===== src/rtl/mcu_pkg.sv =====
// rtl/mcu_pkg.sv - shared MCU types and defaults for the instruction memory loader
package mcu_pkg;

  localparam int unsigned ADDR_W_DEFAULT  = 8;
  localparam int unsigned DATA_W_DEFAULT  = 8;
  localparam int unsigned TIMEOUT_DEFAULT = 1024;
  localparam int unsigned IMEM_DEPTH      = 2 ** ADDR_W_DEFAULT;
  localparam logic [DATA_W_DEFAULT-1:0] SYNC_BYTE_DEFAULT = 8'hA5;

  typedef enum logic [2:0] {
    IDLE   = 3'd0,
    LEN    = 3'd1,
    DATA   = 3'd2,
    CSUM   = 3'd3,
    COMMIT = 3'd4
  } loader_state_t;

endpackage


===== src/rtl/imem_loader_if.sv =====
// rtl/imem_loader_if.sv - byte stream and PC fetch port between host/MCU and the loader
interface imem_loader_if
  import mcu_pkg::*;
#(
  parameter int unsigned ADDR_W = ADDR_W_DEFAULT,
  parameter int unsigned DATA_W = DATA_W_DEFAULT
);
  logic [DATA_W-1:0] rx_data;
  logic              rx_valid;
  logic              rx_ready;
  logic [ADDR_W-1:0] pc;
  logic [DATA_W-1:0] instruction;

  modport master (
    output rx_data, rx_valid, pc,
    input  rx_ready, instruction
  );

  modport slave (
    input  rx_data, rx_valid, pc,
    output rx_ready, instruction
  );
endinterface


===== src/rtl/imem_ram.sv =====
// rtl/imem_ram.sv - unreset instruction RAM, one synchronous write and one asynchronous read port
module imem_ram
  import mcu_pkg::*;
#(
  parameter int unsigned ADDR_W = ADDR_W_DEFAULT,
  parameter int unsigned DATA_W = DATA_W_DEFAULT,
  parameter int unsigned DEPTH  = IMEM_DEPTH
) (
  input  logic              clk,
  input  logic              we,
  input  logic [ADDR_W-1:0] waddr,
  input  logic [DATA_W-1:0] wdata,
  input  logic [ADDR_W-1:0] raddr,
  output logic [DATA_W-1:0] rdata
);

  logic [DATA_W-1:0] mem [DEPTH];

  always_ff @(posedge clk) begin
    if (we) begin
      mem[waddr] <= wdata;
    end
  end

  // Same-cycle read of the address being written sees the pre-edge word.
  assign rdata = mem[raddr];

endmodule


===== src/rtl/imem_loader.sv =====
// rtl/imem_loader.sv - framed byte-stream loader that fills the instruction RAM and gates core reset
module imem_loader
  import mcu_pkg::*;
#(
  parameter int unsigned       ADDR_W         = ADDR_W_DEFAULT,
  parameter int unsigned       DATA_W         = DATA_W_DEFAULT,
  parameter logic [DATA_W-1:0] SYNC_BYTE      = SYNC_BYTE_DEFAULT,
  parameter int unsigned       TIMEOUT_CYCLES = TIMEOUT_DEFAULT
) (
  input  logic          Clk,
  input  logic          Reset,
  imem_loader_if.slave  bus,
  output logic          core_hold,
  output logic          load_done,
  output logic          load_error,
  output logic          busy
);

  localparam int unsigned REM_W  = ADDR_W + 1;
  localparam int unsigned IDLE_W = $clog2(TIMEOUT_CYCLES);
  localparam logic [IDLE_W-1:0] IDLE_LAST = IDLE_W'(TIMEOUT_CYCLES - 1);
  localparam logic [REM_W-1:0]  FULL_LEN  = REM_W'(2 ** ADDR_W);

  loader_state_t     state_q, state_d;
  logic [REM_W-1:0]  rem_q, rem_d;
  logic [ADDR_W-1:0] addr_q, addr_d;
  logic [DATA_W-1:0] sum_q, sum_d;
  logic [DATA_W-1:0] csum_q, csum_d;
  logic [IDLE_W-1:0] idle_q, idle_d;
  logic              core_hold_q, core_hold_d;
  logic              load_done_q, load_done_d;
  logic              load_error_q, load_error_d;
  logic              busy_q, busy_d;

  logic accept;
  logic mem_we;
  logic in_frame;

  assign bus.rx_ready = (state_q != COMMIT) && !Reset;
  assign accept       = bus.rx_valid && bus.rx_ready;
  assign in_frame     = (state_q == LEN) || (state_q == DATA) || (state_q == CSUM);

  always_comb begin
    state_d      = state_q;
    rem_d        = rem_q;
    addr_d       = addr_q;
    sum_d        = sum_q;
    csum_d       = csum_q;
    idle_d       = idle_q;
    core_hold_d  = core_hold_q;
    load_done_d  = 1'b0;
    load_error_d = load_error_q;
    mem_we       = 1'b0;

    case (state_q)
      IDLE: begin
        if (accept && (bus.rx_data == SYNC_BYTE)) begin
          state_d      = LEN;
          core_hold_d  = 1'b1;
          load_error_d = 1'b0;
          idle_d       = '0;
        end
      end
      LEN: begin
        if (accept) begin
          // A zero length byte stands for a full-depth image.
          rem_d   = (bus.rx_data == '0) ? FULL_LEN : REM_W'(bus.rx_data);
          addr_d  = '0;
          sum_d   = '0;
          idle_d  = '0;
          state_d = DATA;
        end
      end
      DATA: begin
        if (accept) begin
          mem_we = 1'b1;
          addr_d = addr_q + 1'b1;
          sum_d  = sum_q + bus.rx_data;
          rem_d  = rem_q - 1'b1;
          idle_d = '0;
          if (rem_q == REM_W'(1)) begin
            state_d = CSUM;
          end
        end
      end
      CSUM: begin
        if (accept) begin
          csum_d  = bus.rx_data;
          idle_d  = '0;
          state_d = COMMIT;
        end
      end
      COMMIT: begin
        if (sum_q == csum_q) begin
          load_done_d = 1'b1;
          core_hold_d = 1'b0;
        end else begin
          load_error_d = 1'b1;
        end
        state_d = IDLE;
      end
      default: state_d = IDLE;
    endcase

    // A stalled host inside a frame abandons it; written bytes stay in RAM.
    if (in_frame && !accept) begin
      if (idle_q == IDLE_LAST) begin
        state_d      = IDLE;
        load_error_d = 1'b1;
        core_hold_d  = 1'b1;
        idle_d       = '0;
      end else begin
        idle_d = idle_q + 1'b1;
      end
    end
  end

  assign busy_d = (state_d != IDLE);

  always_ff @(posedge Clk) begin
    if (Reset) begin
      state_q      <= IDLE;
      rem_q        <= '0;
      addr_q       <= '0;
      sum_q        <= '0;
      csum_q       <= '0;
      idle_q       <= '0;
      core_hold_q  <= 1'b1;
      load_done_q  <= 1'b0;
      load_error_q <= 1'b0;
      busy_q       <= 1'b0;
    end else begin
      state_q      <= state_d;
      rem_q        <= rem_d;
      addr_q       <= addr_d;
      sum_q        <= sum_d;
      csum_q       <= csum_d;
      idle_q       <= idle_d;
      core_hold_q  <= core_hold_d;
      load_done_q  <= load_done_d;
      load_error_q <= load_error_d;
      busy_q       <= busy_d;
    end
  end

  assign core_hold  = core_hold_q;
  assign load_done  = load_done_q;
  assign load_error = load_error_q;
  assign busy       = busy_q;

  imem_ram #(
    .ADDR_W (ADDR_W),
    .DATA_W (DATA_W),
    .DEPTH  (2 ** ADDR_W)
  ) u_ram (
    .clk   (Clk),
    .we    (mem_we),
    .waddr (addr_q),
    .wdata (bus.rx_data),
    .raddr (bus.pc),
    .rdata (bus.instruction)
  );

endmodule


===== src/flat_wrapper.sv =====
// flat-port wrapper written by rule: the top's interface ports become plain ports
module imem_loader_flat import mcu_pkg::*;
#(
  parameter int unsigned       ADDR_W         = ADDR_W_DEFAULT,
  parameter int unsigned       DATA_W         = DATA_W_DEFAULT,
  parameter logic [DATA_W-1:0] SYNC_BYTE      = SYNC_BYTE_DEFAULT,
  parameter int unsigned       TIMEOUT_CYCLES = TIMEOUT_DEFAULT
)
  (Clk, Reset, core_hold, load_done, load_error, busy, bus_rx_data, bus_rx_valid, bus_pc, bus_rx_ready, bus_instruction);
  imem_loader_if #(.ADDR_W(ADDR_W), .DATA_W(DATA_W)) bus_i ();
  input  logic Clk;
  input  logic Reset;
  output logic core_hold;
  output logic load_done;
  output logic load_error;
  output logic busy;
  input wire logic [$bits(bus_i.rx_data)-1:0] bus_rx_data;
  input wire logic [$bits(bus_i.rx_valid)-1:0] bus_rx_valid;
  input wire logic [$bits(bus_i.pc)-1:0] bus_pc;
  output wire logic [$bits(bus_i.rx_ready)-1:0] bus_rx_ready;
  output wire logic [$bits(bus_i.instruction)-1:0] bus_instruction;
  assign bus_i.rx_data = bus_rx_data;
  assign bus_i.rx_valid = bus_rx_valid;
  assign bus_i.pc = bus_pc;
  assign bus_rx_ready = bus_i.rx_ready;
  assign bus_instruction = bus_i.instruction;
  imem_loader #(.ADDR_W(ADDR_W), .DATA_W(DATA_W), .SYNC_BYTE(SYNC_BYTE), .TIMEOUT_CYCLES(TIMEOUT_CYCLES)) u_core (.Clk(Clk), .Reset(Reset), .bus(bus_i), .core_hold(core_hold), .load_done(load_done), .load_error(load_error), .busy(busy));
endmodule

===== config.mk =====
export PLATFORM = sky130hd
export DESIGN_NAME = imem_loader_flat
export DESIGN_NICKNAME = d
export VERILOG_FILES = /design/src/rtl/mcu_pkg.sv /design/src/rtl/imem_loader_if.sv /design/src/rtl/imem_ram.sv /design/src/rtl/imem_loader.sv /design/src/flat_wrapper.sv
export SDC_FILE = /design/constraint.sdc
export NUM_CORES = 2
export LEC_CHECK = 0
export ABC_CLOCK_PERIOD_IN_PS = 7000
export CAP_MARGIN = 20
export CELL_PAD_IN_SITES_DETAIL_PLACEMENT = 0
export CELL_PAD_IN_SITES_GLOBAL_PLACEMENT = 1
export CORE_ASPECT_RATIO = 1.2
export CORE_MARGIN = 2
export CORE_UTILIZATION = 61
export CTS_BUF_LIST = sky130_fd_sc_hd__clkbuf_8
export DETAILED_ROUTE_END_ITERATION = 10
export HOLD_SLACK_MARGIN = 0.12
export PLACE_DENSITY = 0.89
export RECOVER_POWER = 100
export SLEW_MARGIN = 10
export SYNTH_ARGS = -nofsm -noshare
export SYNTH_HDL_FRONTEND = slang
export SYNTH_HIERARCHICAL = 1
export SYNTH_SLANG_ARGS = --single-unit

===== constraint.sdc =====
create_clock -name Clk -period 7 [get_ports Clk]
set_input_delay 1.05 -clock Clk [delete_from_list [all_inputs] [get_ports Clk]]
set_output_delay 1.05 -clock Clk [all_outputs]
set_load 0.005 [all_outputs]

; ---- Yosys cells after proc, flatten, opt, wreduce, memory -nomap -nowiden
; Memories as Yosys holds them, arrays and structs flattened.
; Index checks and enable logic that the tools add are counted.
[op_classes]
n_shift = 0
eq_ne = 13
magnitude_cmp = 0
n_bitwise = 1
n_mux = 37
reduce_logical = 18
add_sub_neg = 4
mul = 0
div_mod_pow = 0
[op_table]
columns = operator, n
row1 = 10-bit 2-to-1 mux, 4
row2 = 8-bit one-hot mux with 2 select lines, 2
row3 = 9-bit 2-to-1 mux, 3
row4 = 8-bit 2-to-1 mux, 3
row5 = 3-bit 2-to-1 mux, 7
row6 = 10-bit one-hot mux with 2 select lines, 1
row7 = 9-bit one-hot mux with 2 select lines, 1
row8 = 1-bit 2-to-1 mux, 13
row9 = 3-bit one-hot mux with 4 select lines, 1
row10 = 10-bit by 1-bit adder with 10-bit output (second input constant), 1
row11 = 10-bit equality test (second input constant), 1
row12 = 9-bit by 1-bit equality test with 1-bit output (second input constant), 1
row13 = 9-bit by 1-bit subtractor with 9-bit output (second input constant), 1
row14 = 8-bit by 1-bit adder with 8-bit output (second input constant), 1
row15 = 8-bit adder, 1
row16 = 8-bit equality test, 1
row17 = 8-bit equality test (second input constant), 1
row18 = 8-bit logical NOT, 1
row19 = 3-bit by 2-bit equality test with 1-bit output (second input constant), 2
row20 = 3-bit by 1-bit != test with 1-bit output (second input constant), 2
row21 = 3-bit AND reduction, 2
row22 = 3-bit nonzero test, 2
row23 = 1-bit logical AND, 4
row24 = 2-bit by 1-bit != test with 1-bit output (second input constant), 2
row25 = 12 further kinds, 15
[word_totals]
latchBits = 0
ramBits = 2048
mem_count = 1
mem_bits_ro = 0
word_cells = 84
register_bits = 50
in_bits = 19
output_inout_bits = 13
[memory_table]
columns = memory, words, word_bits, read_ports, rd_clocked_by_memory_dff, write_ports, line
row1 = u_core.u_ram.mem, 256, 8, 1, 0, 1, imem_ram.sv:17  ; logic [DATA_W-1:0] mem [DEPTH];

; ---- Longest topological paths before layout
[logic_depth]
ltp_word = 9
mapped_depth = 11
mapped_depth_nobuf = 8

; ---- Hierarchy
; The synthesis kept the hierarchy.
[by_module_without_submodules]
columns = module, area_per_inst_um2, seq_area_each_um2, n_inst, cells_per_inst
row1 = imem_ram, 79396.1, 61499.0, 1, 3725
row2 = imem_loader, 2720.1, 1001.0, 1, 343

; ---- Worst setup path before layout
; Ideal clock, no wire load.
[synth_path]
kind = input to output
startpoint = input port bus_pc[0]
endpoint = output port bus_instruction[2]
n_path_buf = 4
t_required_ps = 5950
t_arrival_ps = 2875
cell_stages = 9
path_slack_ps = 3075
path_cell_list = buf_6 buf_12 buf_8 buf_2 mux4_2 a22oi_1 a21oi_1 nor4_1 nor4_2
[synth_between]
elab_chain_len = 1
[synth_lines]
columns = element, line
row1 = start: declaration, flat_wrapper.sv:19  ; input wire logic [$bits(bus_i.pc)-1:0] bus_pc;
row2 = memory read 256 x 8 bit, -
row3 = end: declaration, flat_wrapper.sv:21  ; output wire logic [$bits(bus_i.instruction)-1:0] bus_instruction;
; No other way between the ends.

; ---- Worst setup path after layout
[layout_path]
startpoint = input port bus_pc[1]
endpoint = output port bus_instruction[1]
; Same word-level chain as after synthesis.

==> impl_metrics.ini <==
[run_status]
status = finished, violations left
violations = capacitance limit, slew limit

[setup_path]
crit_arrival_ps = 5780
crit_type = input pin to primary output
cp-end-kind = primary output
cp-start-kind = input pin
worstPathRequired_ps = 5950
crit_fanout = 88

[synth]
ys_ff_latch = 2098
synth_seq_area_share_pct = 76.1
syn_area_um2 = 82100
syn_area_per_cell_um2 = 20.2
yosys_warnings = 6
syn_nets = 4099
synth_top_area_share_pct = 74.9
synth_cell_types = 74
synth.area.top_cells = edfxtp_1, mux4_2, mux2i_1
synth_top_cell_by_area = edfxtp_1
synth-edff-count = 2048
synth_top_flop_cell = edfxtp_1
synthArstFlopShare_pct = 0
synthCells = 4068

[timing]
setup_viol = 0
setup_ws_ps = 174
layout_min_cycle_time_ps = 6830
hold_viol = 0
grt_setup_unrepaired = no
period_share_pct = 97.5
finalSetupTns_ps = 0
slew_viol_final = 1891
max_freq_mhz = 147
maxSlewHeadroom_pct = -231
tightest_slew_ps = 4970
clock_skew_ps = 63.7
whs_ps = 465

[route]
drc = 0
ant_nets = 0
firstDrtPassIters = 8
wl_per_cell_um = 30.8
wl_um = 194000
vias = 42475
via_per_inst = 6.74
drt_iter0_markers = 5725

[clocking]
cts_hold_buf = 0
cts_resized = 0
numCtsBuffers = 321
clk_pin_slew_ps = 50
cts_setup_buffers = 0
cts_num_sinks = 2098
cts_tree = built
cts.path.max_buffers = 4
root_buffer = clkbuf_8
cts_max_level = 5
insertion_delay_ps = 1030

[cells_and_area]
design_area_um2 = 89600
layout_commonest_cell = edfxtp_1
final-seq-area_um2 = 62500
layout_common_cells = edfxtp_1, mux4_2, clkbuf_8
fillerInstances = 8260
drive_gt1_share_pct = 21.0
fin_util_pct = 67.0
syn2layout_area_growth_pct = 9.14
finalNonFillerCells = 6306
multi_input_area_um2 = 18100
layout.nets = 4329

[pwr]
clockPowerShare_pct = 37.7
leakage_nw = 28.1
pwr-share-comb_pct = 4.8
vdd_drop_max_v = 0.000150
p_total_mw = 24.0
power.internal_mw = 18.8
p_sw_share_pct = 21.7
power.density_nw_per_um2 = 268
switchingPower_mw = 5.20
seq_power_share_pct = 57.5

[grt]
grt_pass1_wl_um = 284000
grt_pass1_vias = 42367
grt_overflow = 0
grt_max_degree = 188
track_usage_pct = 28.6
antenna_found_initial = 5

[run]
maxCapViolations = 34

[place]
place_ws_ps = 573
place_inst = 5762
post_dp_cell_area_um2 = 84300
place_congestion = 0.882
dp_hpwl_um = 120000
portBuffers = 31

[floorplan]
die_y_um = 406
core_um2 = 134000
die_area_um2 = 138000
initial_core_util_pct = 61.4
rows = 147
num_io_pins = 32
die_w_um = 339

[min_path]
min_path_type = flip-flop to flip-flop
## flip-flops by register name, indices dropped and copies added, names as in the netlist, 3 cells and up
name / cells
u_core/u_ram/mem: 2048
u_core/idle_q: 10
u_core/rem_q: 9
u_core/addr_q: 8
u_core/csum_q: 8
u_core/sum_q: 8
u_core/state_q: 3
## cells in the mapped netlist (all sizes together), types with 5 or more instances
library cell and n:
a221oi 14, dfxtp 50, o22ai 29, edfxtp 2048, ha 11, nand2b 11
o221ai 47, a21oi 135, o21ai 28, and2 7, mux4 456, xor2 11
nand4 13, o211ai 11, o22a 5, a22oi 142, nand2 69, inv 6
clkbuf 121, a2111oi 5, nand3b 5, a21o 6, buf 129, a211oi 24
a22o 9, nor2 329, nand3 61, nor4 32, mux2i 134, nor3 27
o32ai 6, a311oi 7, nor2b 35
## kinds of logic after synthesis
kind of cell    Yosys count  share of synthesized area (%)
fa+ha+maj                12                          0.192
flops                  2098                           76.1
xor+xnor                 15                          0.160
mux                     592                           14.2
simple gates            615                           3.44
buf+inv                 257                           1.90
compound gates          479                           4.02
## power groups by stage
stage	logic (mW)	clock network, mW	registers, mW
floorplan	0.631	0	14.0
global placement	1.13	0	14.0
detailed placement	1.15	0	14.0
CTS	1.15	9.18	13.8
global route	1.20	9.67	13.8
finish	1.15	9.04	13.8
## layer usage
| layer | vias up | share of wire (%) | track usage (%) |
|---|---|---|---|
| met5 | - | 0 | 0 |
| met4 | 0 | 4.4 | 12.4 |
| met3 | 444 | 11 | 6.77 |
| met2 | 2743 | 49 | 45.6 |
| met1 | 21908 | 35 | 38.3 |
| li1 | 17380 | - | - |
## worst max-delay path: stages
cell and delay [ps]:
buf_8 360, buf_12 430, mux4_2 340, o22a_1 160, o21ai_0 170, a2111oi_1 880
nor3_1 340, nor4_1 1080, buf_4 240, clkdlybuf4s50_1 490
## cell type report
cell class / count / area share (%)
Timing Repair Buffer: 157 / 1.36
Clock buffer: 328 / 5.04
Clock inverter: 213 / 1.17
Multi-Input combinational cell: 1713 / 20.2
Sequential cell: 2098 / 69.7
Antenna cell: 2 / 0.00558
Inverter: 7 / 0.0293
Tap cell: 1788 / 2.50
## worst paths after layout
kind	start	end	slack, ps	depth (start not counted)
setup reg to reg	u_core/state_q[1]$_SDFF_PP0_	u_core/u_ram/mem[99][1]$_DFFE_PP_	1830	7
setup / recovery	bus_pc[1]	bus_instruction[1]	170	10
hold / removal	u_core/csum_q[1]$_SDFFE_PP0P_	u_core/csum_q[1]$_SDFFE_PP0P_	460	2
hold reg to reg	u_core/csum_q[1]$_SDFFE_PP0P_	u_core/csum_q[1]$_SDFFE_PP0P_	460	2
(Power assumes the default switching activity.)
